$ cat src/rtl/alu_arbiter.sv
// Two-requester front end for one shared combinational ALU, with a registered result.
// Latency: a request accepted in cycle N gets its response valid in cycle N+2. One operation is in flight at a time.
// Backpressure: the owner holds RESP until its rsp_ready, and no request is accepted outside IDLE.
module alu_arbiter (
  input  logic        clk,
  input  logic        rst_n,
  input  logic        req0_valid,
  input  logic        req1_valid,
  output logic        req0_ready,
  output logic        req1_ready,
  input  logic [31:0] req0_data1,
  input  logic [31:0] req0_data2,
  input  logic [31:0] req1_data1,
  input  logic [31:0] req1_data2,
  input  logic [3:0]  req0_op,
  input  logic [3:0]  req1_op,
  output logic        rsp0_valid,
  output logic        rsp1_valid,
  input  logic        rsp0_ready,
  input  logic        rsp1_ready,
  output logic [31:0] rsp_result,
  output logic [31:0] alu_data1,
  output logic [31:0] alu_data2,
  output logic [3:0]  alu_op,
  input  logic [31:0] alu_result,
  output logic        busy,
  output logic [15:0] op_count
);

  typedef enum logic [1:0] {
    IDLE = 2'd0,
    EXEC = 2'd1,
    RESP = 2'd2
  } state_t;

  state_t      state_q, state_d;
  logic        ptr_q, ptr_d;          // preferred requester when both are valid
  logic        owner_q, owner_d;      // requester whose operation is in flight
  logic [31:0] data1_q, data1_d;
  logic [31:0] data2_q, data2_d;
  logic [3:0]  op_q, op_d;
  logic [31:0] rsp_result_q, rsp_result_d;
  logic [15:0] op_count_q, op_count_d;

  logic grant0, grant1;
  logic rsp_hs;

  // Grant selection, next-state and datapath updates
  always_comb begin
    state_d      = state_q;
    ptr_d        = ptr_q;
    owner_d      = owner_q;
    data1_d      = data1_q;
    data2_d      = data2_q;
    op_d         = op_q;
    rsp_result_d = rsp_result_q;
    op_count_d   = op_count_q;
    grant0       = 1'b0;
    grant1       = 1'b0;
    rsp_hs       = 1'b0;

    case (state_q)
      IDLE: begin
        // A lone valid wins outright; on a tie the pointer decides.
        grant0 = req0_valid & (~req1_valid | ~ptr_q);
        grant1 = req1_valid & (~req0_valid |  ptr_q);
        if (grant0) begin
          data1_d = req0_data1;
          data2_d = req0_data2;
          op_d    = req0_op;
          owner_d = 1'b0;
          state_d = EXEC;
        end else if (grant1) begin
          data1_d = req1_data1;
          data2_d = req1_data2;
          op_d    = req1_op;
          owner_d = 1'b1;
          state_d = EXEC;
        end
      end
      EXEC: begin
        rsp_result_d = alu_result;
        state_d      = RESP;
      end
      RESP: begin
        // Only the owner's ready completes the response.
        rsp_hs = owner_q ? rsp1_ready : rsp0_ready;
        if (rsp_hs) begin
          ptr_d      = ~owner_q;
          op_count_d = op_count_q + 16'd1;
          state_d    = IDLE;
        end
      end
      default: state_d = IDLE;
    endcase
  end

  // State and datapath registers, cleared asynchronously
  always_ff @(posedge clk or negedge rst_n) begin
    if (!rst_n) begin
      state_q      <= IDLE;
      ptr_q        <= 1'b0;
      owner_q      <= 1'b0;
      data1_q      <= 32'd0;
      data2_q      <= 32'd0;
      op_q         <= 4'd0;
      rsp_result_q <= 32'd0;
      op_count_q   <= 16'd0;
    end else begin
      state_q      <= state_d;
      ptr_q        <= ptr_d;
      owner_q      <= owner_d;
      data1_q      <= data1_d;
      data2_q      <= data2_d;
      op_q         <= op_d;
      rsp_result_q <= rsp_result_d;
      op_count_q   <= op_count_d;
    end
  end

  // Output decode: the ALU sees operands only while executing
  always_comb begin
    req0_ready = grant0;
    req1_ready = grant1;
    rsp0_valid = (state_q == RESP) & ~owner_q;
    rsp1_valid = (state_q == RESP) &  owner_q;
    alu_data1  = 32'd0;
    alu_data2  = 32'd0;
    alu_op     = 4'd0;
    if (state_q == EXEC) begin
      alu_data1 = data1_q;
      alu_data2 = data2_q;
      alu_op    = op_q;
    end
    busy       = (state_q != IDLE);
    rsp_result = rsp_result_q;
    op_count   = op_count_q;
  end

endmodule

$ cat config.mk
export PLATFORM = sky130hd
export DESIGN_NAME = alu_arbiter
export DESIGN_NICKNAME = d
export VERILOG_FILES = /design/src/rtl/alu_arbiter.sv
export SDC_FILE = /design/constraint.sdc
export NUM_CORES = 1
export LEC_CHECK = 0
export BUFFER_PORTS_ARGS = -buffer_cell sky130_fd_sc_hd__clkbuf_2
export CORE_MARGIN = 2
export CORE_UTILIZATION = 46
export DETAILED_ROUTE_END_ITERATION = 10
export HOLD_SLACK_MARGIN = 0.12
export PLACE_DENSITY = 0.81
export SKIP_LAST_GASP = 1
export SLEW_MARGIN = 15
export SYNTH_ARGS = -nofsm -noshare
export SYNTH_HDL_FRONTEND = slang
export SYNTH_SLANG_ARGS = --single-unit
export TNS_END_PERCENT = 1
$ cat constraint.sdc
create_clock -name clk -period 1.77 [get_ports clk]
set_input_delay 0.0885 -clock clk [delete_from_list [all_inputs] [get_ports clk]]
set_output_delay 0.0885 -clock clk [all_outputs]
set_load 0.02 [all_outputs]
==> qor.csv <==
metric,value,unit
status,"complete, no violations",
gr-usage-met3,9.73,%
start_util,47.5,%
max_stage_delay,0.42,ns
drt_iter0_drc,412,
ys_seq_area_share,52.0,%
finClkSkew,0.00617,ns
syn_nets,701,
synth_edf_count,0,
crit_type,flop to output pin,
track_usage,32.6,%
rsz0062_at_grt,yes,
worstPathArrival,1.66,ns
min_from,req1_valid,
yosysTopAreaCellShare,52.0,%
hold_end,state_q[0]$_DFFE_PN0P_,
cts_sinks,120,
worstSetupEndpointType,output pin,
cap_violations,0,
clockBufferDepth,2,
hold-worst-slack,0.193,ns
fmax,573,MHz
boundaryPins,295,
port_buffers,294,
finalSetupViolations,0,
num_rows,40,
synth_cell_types,37,
die_x,116,um
worstHoldPathType,input port to flop,
reg2reg_to,data1_q[30]$_DFFE_PN0P_,
timing.rr.start,ptr_q$_DFFE_PN0P_,
place.gp.congestion,0.829,
worst_pin_slew,1.02,ns
h-tree-depth,4,
synth-main-ff-cell,dfrtp_1,
yosysWarnings,0,
whs_path_depth,2,
drive_above_1_share,38.9,%
viasPerCell,5.15,
core,12200,um^2
grt_pass1_vias,6551,
crit_family,buffers and inverters,
setup.worst_path.start_class,flop,
cp_cell_sequence,nor2b_4 -> buf_12 -> clkbuf_16 -> and2_1 -> clkbuf_2,
fillCellCount,647,
synth.area.top_cells,"dfrtp_1 52%, mux2i_1 12%, and2_1 7.5%",
fin_crit_sh,98.6,%
period_minus_slack,1.74,ns
worst-r2r-cell-count,5,
pre_cts_slack,0.253,ns
grt_max_degree,70,
tritoncts.num_buffers,17,
area_delta_synth_final,72.5,%
required,1.68,ns
ff2ff_setup_slack,0.04,ns
grt_remaining_overflow,0,
syn-cell-area,5780,um^2
crit_fanout,17,
synth_area_leader_cell,dfrtp_1,
grt_util_met2,57.2,%
die_y,116,um
dieArea,13500,um^2
utilization,82.0,%
peakVddDrop,1.18,mV
cts_tree,done,
dp_hpwl,10.8,mm
critPathBufInv,3,
use_met1,34.1,%
grt_pass1_wl,33.0,mm
drt-wirelength-per-cell,19.1,um
hold_viol_final,0,
critPathSlowestCell,dfrtp_1,
final_nets,1172,
finalWorstSetupSlack,0.0252,ns
wl,22.6,mm
ys_seq_elements,120,
synthArstFlopShare,100,%
power_density,1600,nW/um^2
antenna_found_initial,3,
timing.setup.tns,0,ns
vias,6106,
avgSynthCellArea,11.0,um^2
drcViolationCount,0,
place_area,7480,um^2
firstDrtPassIters,5,
top_usage_layer,met2,
final_area,9970,um^2
drv_slew,0,
p_leak,0.00490,uW
clkSlewWorstSetupHoldPaths,0.05,ns
clock-root-buffer,clkbuf_16,
postRouteAntennaNets,0,
insertion_delay,0.42,ns
syn_inst,526,
relSlewSlack,31.6,%
## where the power goes
group	leakage (uW)	total (uW)	switching (uW)	internal, uW
registers	0.00138	4730	741	3990
logic	0.00323	7560	4440	3110
clock network	0.000292	3650	1270	2390
total	0.00490	15900	6450	9490
## cells in the mapped netlist, types with 2 or more instances
cell type,number
and2_2,2
nand2b_1,2
xnor2_1,8
inv_1,4
xor2_1,7
nand3_2,2
buf_8,2
buf_2,19
nor4_2,4
a21oi_1,68
mux2i_1,68
and2_1,69
and3_1,2
buf_4,6
nand2_1,11
mux2_2,32
nand4_1,3
nor2_1,73
dfrtp_1,120
clkbuf_1,7
## worst max path at each step
stage | start | end | slack [ns] | cells after the start
5_1_grt | rst_n | rsp_result[24]$_DFFE_PN0N_ | -0.04 | 3
3_5_place_dp | ptr_q$_DFFE_PN0P_ | data2_q[31]$_DFFE_PN0P_ | 0.25 | 4
2_1_floorplan | op_count[0]$_DFFE_PN0P_ | op_count[14]$_DFFE_PN0P_ | 0.37 | 4
6_report | state_q[1]$_DFFE_PN0P_ | alu_data1[25] | 0.03 | 5
3_3_place_gp | ptr_q$_DFFE_PN0P_ | data2_q[31]$_DFFE_PN0P_ | 0.28 | 4
4_1_cts | state_q[1]$_DFFE_PN0P_ | alu_data1[29] | -0.06 | 4
## what timing repair did
action / in CTS / in global routing
resized for setup: 0 / 13
hold endpoints to repair: 223 / 0
endpoints found under the setup margin: 14 / 93
buffers inserted: 1 / 1
gates cloned: 0 / 3
pin swaps: 1 / 0
hold buffers: 174 / 0
## per-layer routing
metal,share of wire [%],up-vias
met5,0,-
met4,5.4,0
met3,7.3,106
met2,52,361
met1,36,2904
li1,-,2735
## cells by family after synthesis
kind of cell    share of synthesized area [%]
compound gates                           6.58
xor+xnor                                 2.27
fa+ha+maj                               0.216
buf+inv                                  3.66
flops                                    52.0
mux                                      18.3
simple gates                             17.0
## cells in the final DEF, fill, tap and decap left out, types with 2 or more instances in the layout
cell type / instances
buf_6: 2
clkinv_2: 3
dlygate4sd3_1: 174
bufinv_16: 4
xor2_1: 7
nand2b_1: 2
mux2i_1: 68
buf_2: 5
a21oi_1: 68
nand4_1: 3
mux2_2: 32
and2_1: 69
nand3_2: 2
clkbuf_16: 19
and2_2: 2
clkbuf_1: 2
buf_12: 9
inv_1: 4
and3_1: 2
diode_2: 7
clkinvlp_4: 4
xnor2_1: 8
dfrtp_1: 120
buf_4: 7
nor2_1: 73
nor4_2: 4
nand2_1: 11
clkbuf_2: 286
## per-stage QoR
stage	total power [uW]	cells
finish	15900	1185
global route	16700	1181
CTS	15200	1174
detailed placement	11200	967
global placement	11000	967
floorplan	9000	526
## cell type report
class | instances | area, um^2 | share of cell area (%)
repair buffers | 486 | 3510 | 35.2
flip-flops and latches | 120 | 3000 | 30.1
multi-input cells | 368 | 2590 | 26.0
clock buffers | 20 | 447 | 4.48
well taps | 168 | 210 | 2.11
clock inverters | 12 | 174 | 1.74
diodes | 7 | 17.5 | 0.176
inverters | 4 | 15.0 | 0.151
## state kept, by name, indices dropped and copies added, names as in the netlist
| signal | cells |
|---|---|
| data1_q | 32 |
| data2_q | 32 |
| op_count | 16 |
| op_q | 4 |
| owner_q | 1 |
| ptr_q | 1 |
| rsp_result | 32 |
| state_q | 2 |
Power figures use the tool's default switching activity.
